[src/rtl/inst_decode_fwd_if.sv]
// Decode-stage bus: fetch instruction, pipeline bypass/hazard inputs and the
// resolved ID/EX register fields. The decode stage itself attaches as slave.
interface inst_decode_fwd_if #(
    parameter int DATA_W = 16,
    parameter int NREG   = 32
);
    localparam int ADDR_W = $clog2(NREG);

    logic [31:0]       IR;
    logic              IN_VALID;
    logic [DATA_W-1:0] NPC_IN;
    logic              FLUSH;
    logic [ADDR_W-1:0] RD_EXE;
    logic [ADDR_W-1:0] RD_MEM;
    logic [ADDR_W-1:0] RD_WB;
    logic              WR_EXE;
    logic              WR_MEM;
    logic              LOAD_EXE;
    logic              COND_WB;
    logic [DATA_W-1:0] EXE_OUT;
    logic [DATA_W-1:0] MEM_ACC_OUT;
    logic [DATA_W-1:0] WB_OUT;

    logic [DATA_W-1:0] REG_A;
    logic [DATA_W-1:0] REG_B;
    logic [DATA_W-1:0] IMM;
    logic [DATA_W-1:0] NPC_OUT;
    logic [4:0]        OPCD;
    logic [ADDR_W-1:0] ADDR_REG;
    logic              OPT_BIT;
    logic              OUT_VALID;
    logic              STALL;
    logic [2:0]        ESTADO;

    modport master (
        output IR, IN_VALID, NPC_IN, FLUSH, RD_EXE, RD_MEM, RD_WB, WR_EXE, WR_MEM,
               LOAD_EXE, COND_WB, EXE_OUT, MEM_ACC_OUT, WB_OUT,
        input  REG_A, REG_B, IMM, NPC_OUT, OPCD, ADDR_REG, OPT_BIT, OUT_VALID,
               STALL, ESTADO
    );

    modport slave (
        input  IR, IN_VALID, NPC_IN, FLUSH, RD_EXE, RD_MEM, RD_WB, WR_EXE, WR_MEM,
               LOAD_EXE, COND_WB, EXE_OUT, MEM_ACC_OUT, WB_OUT,
        output REG_A, REG_B, IMM, NPC_OUT, OPCD, ADDR_REG, OPT_BIT, OUT_VALID,
               STALL, ESTADO
    );
endinterface

[src/rtl/inst_decode_fwd.sv]
// Instruction decode stage: register file, operand bypass, RAW stall, ID/EX register.
// Build option ID_FWD_EN: enables EXE/MEM bypass (only load-use stalls); otherwise stall until WB.
module inst_decode_fwd #(
    parameter int         DATA_W  = 16,
    parameter int         NREG    = 32,
    parameter logic [4:0] NOP_OPC = 5'd0
) (
    input logic              CLK,
    input logic              RST,
    inst_decode_fwd_if.slave bus
);
    localparam int ADDR_W = $clog2(NREG);

    typedef logic [ADDR_W-1:0] addr_t;
    typedef logic [DATA_W-1:0] data_t;
    typedef enum logic [2:0] {
        S_RESET = 3'd0,
        S_RUN   = 3'd1,
        S_STALL = 3'd2,
        S_FLUSH = 3'd3,
        S_IDLE  = 3'd4
    } state_t;

    state_t     state_q, state_d;
    data_t      rf_q [NREG];
    data_t      rf_d [NREG];
    data_t      reg_a_q, reg_a_d, reg_b_q, reg_b_d;
    data_t      imm_q, imm_d, npc_q, npc_d;
    logic [4:0] opcd_q, opcd_d;
    addr_t      addr_reg_q, addr_reg_d;
    logic       opt_q, opt_d;
    logic       valid_q, valid_d;

    addr_t rd, rs1, rs2;
    logic  opt;
    data_t imm_ext, op_a, op_b;
    logic  hazard, stall;

    assign rd      = bus.IR[22 +: ADDR_W];
    assign rs1     = bus.IR[17 +: ADDR_W];
    assign rs2     = bus.IR[12 +: ADDR_W];
    assign opt     = bus.IR[11];
    assign imm_ext = DATA_W'($signed(bus.IR[15:0]));

    // A producer hits a source only when it writes a non-zero register equal to it.
    function automatic logic src_hit(input logic wr, input addr_t dst, input addr_t idx);
        return wr && (idx != '0) && (dst == idx);
    endfunction

    function automatic data_t resolve(input addr_t idx, input data_t rf_val);
        data_t v;
        v = rf_val;
        if (idx == '0)
            v = '0;
`ifdef ID_FWD_EN
        else if (src_hit(bus.WR_EXE, bus.RD_EXE, idx))
            v = bus.EXE_OUT;
        else if (src_hit(bus.WR_MEM, bus.RD_MEM, idx))
            v = bus.MEM_ACC_OUT;
`endif
        else if (src_hit(bus.COND_WB, bus.RD_WB, idx))
            v = bus.WB_OUT;
        return v;
    endfunction

    always_comb begin
        op_a = resolve(rs1, rf_q[rs1]);
        op_b = resolve(rs2, rf_q[rs2]);
`ifdef ID_FWD_EN
        hazard = bus.LOAD_EXE &&
                 (src_hit(bus.WR_EXE, bus.RD_EXE, rs1) ||
                  (!opt && src_hit(bus.WR_EXE, bus.RD_EXE, rs2)));
`else
        hazard = src_hit(bus.WR_EXE, bus.RD_EXE, rs1) || src_hit(bus.WR_MEM, bus.RD_MEM, rs1) ||
                 (!opt && (src_hit(bus.WR_EXE, bus.RD_EXE, rs2) ||
                           src_hit(bus.WR_MEM, bus.RD_MEM, rs2)));
`endif
        stall = bus.IN_VALID && hazard && !bus.FLUSH && !RST;
    end

`ifndef ID_FWD_EN
    logic unused_bypass;
    assign unused_bypass = ^{bus.EXE_OUT, bus.MEM_ACC_OUT, bus.LOAD_EXE};
`endif

    always_comb begin
        rf_d = rf_q;
        if (bus.COND_WB && bus.RD_WB != '0)
            rf_d[bus.RD_WB] = bus.WB_OUT;
    end

    // Bubbles carry NOP_OPC with every other field zeroed.
    always_comb begin
        reg_a_d    = '0;
        reg_b_d    = '0;
        imm_d      = '0;
        npc_d      = '0;
        opcd_d     = NOP_OPC;
        addr_reg_d = '0;
        opt_d      = 1'b0;
        valid_d    = 1'b0;
        if (bus.IN_VALID && !bus.FLUSH && !stall) begin
            reg_a_d    = op_a;
            reg_b_d    = op_b;
            imm_d      = imm_ext;
            npc_d      = bus.NPC_IN;
            opcd_d     = bus.IR[31:27];
            addr_reg_d = rd;
            opt_d      = opt;
            valid_d    = 1'b1;
        end
    end

    always_comb begin
        state_d = state_q;
        if (state_q == S_RESET)
            state_d = S_IDLE;
        else if (bus.FLUSH)
            state_d = S_FLUSH;
        else if (stall)
            state_d = S_STALL;
        else if (bus.IN_VALID)
            state_d = S_RUN;
        else
            state_d = S_IDLE;
    end

    always_ff @(posedge CLK) begin
        if (RST) begin
            state_q    <= S_RESET;
            rf_q       <= '{default: '0};
            reg_a_q    <= '0;
            reg_b_q    <= '0;
            imm_q      <= '0;
            npc_q      <= '0;
            opcd_q     <= NOP_OPC;
            addr_reg_q <= '0;
            opt_q      <= 1'b0;
            valid_q    <= 1'b0;
        end else begin
            state_q    <= state_d;
            rf_q       <= rf_d;
            reg_a_q    <= reg_a_d;
            reg_b_q    <= reg_b_d;
            imm_q      <= imm_d;
            npc_q      <= npc_d;
            opcd_q     <= opcd_d;
            addr_reg_q <= addr_reg_d;
            opt_q      <= opt_d;
            valid_q    <= valid_d;
        end
    end

    assign bus.REG_A     = reg_a_q;
    assign bus.REG_B     = reg_b_q;
    assign bus.IMM       = imm_q;
    assign bus.NPC_OUT   = npc_q;
    assign bus.OPCD      = opcd_q;
    assign bus.ADDR_REG  = addr_reg_q;
    assign bus.OPT_BIT   = opt_q;
    assign bus.OUT_VALID = valid_q;
    assign bus.STALL     = stall;
    assign bus.ESTADO    = state_q;
endmodule

[src/flat_wrapper.sv]
// flat-port wrapper written by rule: the top's interface ports become plain ports
module inst_decode_fwd_flat 
#(
    parameter int         DATA_W  = 16,
    parameter int         NREG    = 32,
    parameter logic [4:0] NOP_OPC = 5'd0
)
  (CLK, RST, bus_IR, bus_IN_VALID, bus_NPC_IN, bus_FLUSH, bus_RD_EXE, bus_RD_MEM, bus_RD_WB, bus_WR_EXE, bus_WR_MEM, bus_LOAD_EXE, bus_COND_WB, bus_EXE_OUT, bus_MEM_ACC_OUT, bus_WB_OUT, bus_REG_A, bus_REG_B, bus_IMM, bus_NPC_OUT, bus_OPCD, bus_ADDR_REG, bus_OPT_BIT, bus_OUT_VALID, bus_STALL, bus_ESTADO);
  inst_decode_fwd_if #(.DATA_W(DATA_W), .NREG(NREG)) bus_i ();
  input logic CLK;
  input logic RST;
  input wire logic [$bits(bus_i.IR)-1:0] bus_IR;
  input wire logic [$bits(bus_i.IN_VALID)-1:0] bus_IN_VALID;
  input wire logic [$bits(bus_i.NPC_IN)-1:0] bus_NPC_IN;
  input wire logic [$bits(bus_i.FLUSH)-1:0] bus_FLUSH;
  input wire logic [$bits(bus_i.RD_EXE)-1:0] bus_RD_EXE;
  input wire logic [$bits(bus_i.RD_MEM)-1:0] bus_RD_MEM;
  input wire logic [$bits(bus_i.RD_WB)-1:0] bus_RD_WB;
  input wire logic [$bits(bus_i.WR_EXE)-1:0] bus_WR_EXE;
  input wire logic [$bits(bus_i.WR_MEM)-1:0] bus_WR_MEM;
  input wire logic [$bits(bus_i.LOAD_EXE)-1:0] bus_LOAD_EXE;
  input wire logic [$bits(bus_i.COND_WB)-1:0] bus_COND_WB;
  input wire logic [$bits(bus_i.EXE_OUT)-1:0] bus_EXE_OUT;
  input wire logic [$bits(bus_i.MEM_ACC_OUT)-1:0] bus_MEM_ACC_OUT;
  input wire logic [$bits(bus_i.WB_OUT)-1:0] bus_WB_OUT;
  output wire logic [$bits(bus_i.REG_A)-1:0] bus_REG_A;
  output wire logic [$bits(bus_i.REG_B)-1:0] bus_REG_B;
  output wire logic [$bits(bus_i.IMM)-1:0] bus_IMM;
  output wire logic [$bits(bus_i.NPC_OUT)-1:0] bus_NPC_OUT;
  output wire logic [$bits(bus_i.OPCD)-1:0] bus_OPCD;
  output wire logic [$bits(bus_i.ADDR_REG)-1:0] bus_ADDR_REG;
  output wire logic [$bits(bus_i.OPT_BIT)-1:0] bus_OPT_BIT;
  output wire logic [$bits(bus_i.OUT_VALID)-1:0] bus_OUT_VALID;
  output wire logic [$bits(bus_i.STALL)-1:0] bus_STALL;
  output wire logic [$bits(bus_i.ESTADO)-1:0] bus_ESTADO;
  assign bus_i.IR = bus_IR;
  assign bus_i.IN_VALID = bus_IN_VALID;
  assign bus_i.NPC_IN = bus_NPC_IN;
  assign bus_i.FLUSH = bus_FLUSH;
  assign bus_i.RD_EXE = bus_RD_EXE;
  assign bus_i.RD_MEM = bus_RD_MEM;
  assign bus_i.RD_WB = bus_RD_WB;
  assign bus_i.WR_EXE = bus_WR_EXE;
  assign bus_i.WR_MEM = bus_WR_MEM;
  assign bus_i.LOAD_EXE = bus_LOAD_EXE;
  assign bus_i.COND_WB = bus_COND_WB;
  assign bus_i.EXE_OUT = bus_EXE_OUT;
  assign bus_i.MEM_ACC_OUT = bus_MEM_ACC_OUT;
  assign bus_i.WB_OUT = bus_WB_OUT;
  assign bus_REG_A = bus_i.REG_A;
  assign bus_REG_B = bus_i.REG_B;
  assign bus_IMM = bus_i.IMM;
  assign bus_NPC_OUT = bus_i.NPC_OUT;
  assign bus_OPCD = bus_i.OPCD;
  assign bus_ADDR_REG = bus_i.ADDR_REG;
  assign bus_OPT_BIT = bus_i.OPT_BIT;
  assign bus_OUT_VALID = bus_i.OUT_VALID;
  assign bus_STALL = bus_i.STALL;
  assign bus_ESTADO = bus_i.ESTADO;
  inst_decode_fwd #(.DATA_W(DATA_W), .NREG(NREG), .NOP_OPC(NOP_OPC)) u_core (.CLK(CLK), .RST(RST), .bus(bus_i));
endmodule
[config.mk]
export PLATFORM = sky130hd
export DESIGN_NAME = inst_decode_fwd_flat
export DESIGN_NICKNAME = d
export VERILOG_FILES = /design/src/rtl/inst_decode_fwd_if.sv /design/src/rtl/inst_decode_fwd.sv /design/src/flat_wrapper.sv
export SDC_FILE = /design/constraint.sdc
export NUM_CORES = 1
export LEC_CHECK = 0
export BUFFER_PORTS_ARGS = -buffer_cell sky130_fd_sc_hd__buf_2
export CAP_MARGIN = 20
export CORE_AREA = 2 2 255 257
export CTS_CLUSTER_SIZE = 12
export DETAILED_ROUTE_END_ITERATION = 8
export DIE_AREA = 0 0 257 259
export PLACE_DENSITY = 0.68
export SLEW_MARGIN = 20
export SYNTH_ARGS = -nofsm -noshare
export SYNTH_HDL_FRONTEND = slang
export SYNTH_SLANG_ARGS = --single-unit
[constraint.sdc]
create_clock -name CLK -period 3.7 [get_ports CLK]
set_input_delay 0 -clock CLK [delete_from_list [all_inputs] [get_ports CLK]]
set_output_delay 0 -clock CLK [all_outputs]
set_load 0.1 [all_outputs]
==> impl_metrics.yaml <==
synthesis:
  synth_fp_nets: 3455
  synth.most_common_cell: "nand2_1"
  netlist_instances: 3336
  async_flop_share_pct: 0
  synth_xor_area_share_pct: 0.921
  synthSimpleGateAreaFrac_pct: 18.2
  yosys.cell_types.count: 47
  muxShareOfSynthArea_pct: 20.3
  synth_area_leaders: "dfxtp_1, nand2_1, mux4_2"
  ys_warn_count: 0
  synth_compound_area_share_pct: 14.4
  ys_ff_latch: 590
  synth_top_family_by_area: "multiplexers"
  synth_commonest_cells: "nand2_1, dfxtp_1, a21oi_1, mux2i_1, clkbuf_1"
  syn_area_sq_um: 28500
  ys.flop_type: "dfxtp_1"
  synth_top_area_share_pct: 41.4
  synth_edf_count: 0
  synthAdderAreaFrac_pct: 0
  seq_area_frac_synth_pct: 41.4
  yosys.area.top_type: "dfxtp_1"
  avgSynthCellArea_sq_um: 8.56
placement:
  place.gp.congestion: 0.903
  place_area_sq_um: 29900
  port_buffers: 165
  hpwl_mm: 60.5
  place_ws_ps: 1050
floorplanning:
  core-area_sq_um: 63900
  ios: 199
  die_h_microns: 259
  fp.dieW_microns: 257
  start_util_pct: 44.7
  die_area_sq_um: 66600
  rows: 93
timing:
  hold_viol: 0
  grt_setup_unrepaired: "no"
  post-route-period-util_pct: 71.4
  worst_clock_skew_ps: 22.0
  period_minus_slack_ps: 2640
  setup_slack_ps: 1060
  slew_headroom_pct: 24.3
  setup_viol: 0
  fin_setup_tns_ps: 0
  worst_pin_slew_ps: 1130
  drv_slew: 0
  worst_hold_slack_ps: 69.9
  max_freq_ghz: 0.378
global_route:
  grt_pass1_vias: 24800
  grt_pass1_wl_mm: 153
  antenna_found_initial: 9
  grt_max_degree: 192
  grt_usage_pct: 30.0
  grt_overflow: 0
detailed_routing:
  wire_per_inst_microns: 24.0
  dr.pass1.iters: 6
  via_count: 25800
  routed_via_density: 6.04
  drt_wl_total_mm: 102
  drt_iter0_markers: 3077
  drc_errors: 0
  ant_nets: 0
critical_path:
  cp-end-kind: "flip-flop"
  cp.arrival_ps: 3170
  critPathMaxFanout: 39
  criticalPathCategory: "input port to flip-flop"
  cp_data_required_time_ps: 4230
  startpoint_type: "input port"
status:
  outcome: "complete, no violations"
clock_tree:
  clock-sinks: 590
  cts_max_level: 2
  clk_pin_slew_ps: 60
  cts_resized: 0
  ctsRootBufferMaster: "clkbuf_16"
  clk_latency_ps: 640
  cts_buffers: 61
  clock_path_buffers: 3
  cts_tree: "built"
  cts_setup_buffers: 0
power_and_ir_drop:
  p_clk_share_pct: 44.4
  seqPwrFrac_pct: 46.0
  power.density_nw_per_um2: 433
  p_sw_mw: 3.57
  sw_frac_of_total_pct: 25.5
  p_total_mw: 14.0
  p_int_mw: 10.5
  comb_power_share_pct: 9.7
  vdd_drop_max_mv: 0.364
  power.leakage_nw: 11.4
finish:
  area_delta_synth_final_pct: 13.7
  final_nets: 3494
  fillers: 5853
  finalInstanceArea_sq_um: 32400
  drive_gt1_share_pct: 14.5
hold_path:
  hold_path_class: "input port to flip-flop"
run:
  drv_cap: 0
power by group through the flow:
stage	registers, mW	clock network (mW)	logic [mW]
after global routing	6.46	6.53	1.40
after CTS	6.45	6.26	1.32
after floorplan	6.75	0	0.729
after detailed placement	6.59	0	1.27
final	6.46	6.23	1.36
after global placement	6.59	0	1.26
worst max-delay path, cell delays in order:
cell and delay (ps):
dlygate4sd3_1 540, buf_6 440, nor2_1 80, nand2_1 600
buf_4 440, o22ai_1 150, nor4_1 420, buf_4 210
a31oi_1 40, a22o_1 190
worst paths after layout:
check | slack, ps | start | to | depth (start not counted)
worst max-delay path | 1060 | bus_IR[13] | u_core.bus.REG_B[12] | 10
worst min register to register | 470 | u_core.rf_q[388] | u_core.rf_q[388] | 2
worst max register to register | 1520 | u_core.rf_q[222] | u_core.bus.REG_B[14] | 5
worst min-delay path | 70 | bus_WB_OUT[4] | u_core.rf_q[372] | 3
cell type report:
| class | count | area [sq um] | area share [%] |
|---|---|---|---|
| clock buffer | 93 | 1760 | 5.41 |
| clock inverter | 13 | 223 | 0.686 |
| multi-input combinational | 2423 | 15500 | 47.7 |
| sequential | 590 | 11800 | 36.4 |
| timing repair buffer | 298 | 2090 | 6.43 |
| antenna | 2 | 5.00 | 0.0154 |
| tap | 855 | 1070 | 3.30 |
| inverter | 1 | 3.75 | 0.0116 |
layout by cell type (no fill, tap or decap), types with 7 or more instances in the layout:
master         count
dfxtp_1          590
mux2i_1          255
a22o_1            32
o211ai_1          17
nor2b_1           23
buf_4             70
a31oi_1           16
and2_1            46
nand3_1           30
clkbuf_8          13
nor3_2             7
nor2_1            64
nor4_1            18
dlygate4sd3_1     58
a21oi_1          496
a22oi_1           63
xor2_1            10
clkbuf_1          21
nand2_1         1030
clkbuf_16         61
o22ai_1           95
xnor2_1           20
buf_2            159
mux4_2           144
per-stage QoR:
| stage | cells | util, % |
|---|---|---|
| after floorplan | 3336 | - |
| after global placement | 4109 | 46.8 |
| after detailed placement | 4109 | 46.8 |
| after CTS | 4273 | 50.8 |
| after global routing | 4273 | 50.8 |
| final | 4275 | 50.8 |
cell families after synthesis:
logic type	Yosys count
mux	399
xor+xnor	30
buf+inv	323
simple gates	1267
compound gates	727
flops	590
registers in the layout, summed over array words and instances (netlist names):
| name | count |
|---|---|
| u_core.bus.ADDR_REG | 5 |
| u_core.bus.REG_B | 16 |
| u_core.bus.ESTADO | 3 |
| u_core.rf_q | 512 |
| u_core.bus.REG_A | 16 |
| u_core.bus.OPCD | 5 |
| u_core.bus.IMM | 16 |
| u_core.bus.OUT_VALID | 1 |
| u_core.bus.NPC_OUT | 16 |
repair_timing:
item,4_1_cts,5_1_grt
hold endpoints to repair,481,0
hold buffers,58,0
setup endpoints to repair,0,0
per-layer routing:
layer / GRT usage (%) / wire, microns / part of all wire [%]
met4: 16.9 / 5970 / 5.8
met1: 38.5 / 38700 / 38
met2: 46.3 / 45700 / 45
met5: 0 / 72 / 0.070
met3: 7.27 / 12000 / 12
Note: power is estimated with default switching activity, not from simulation.
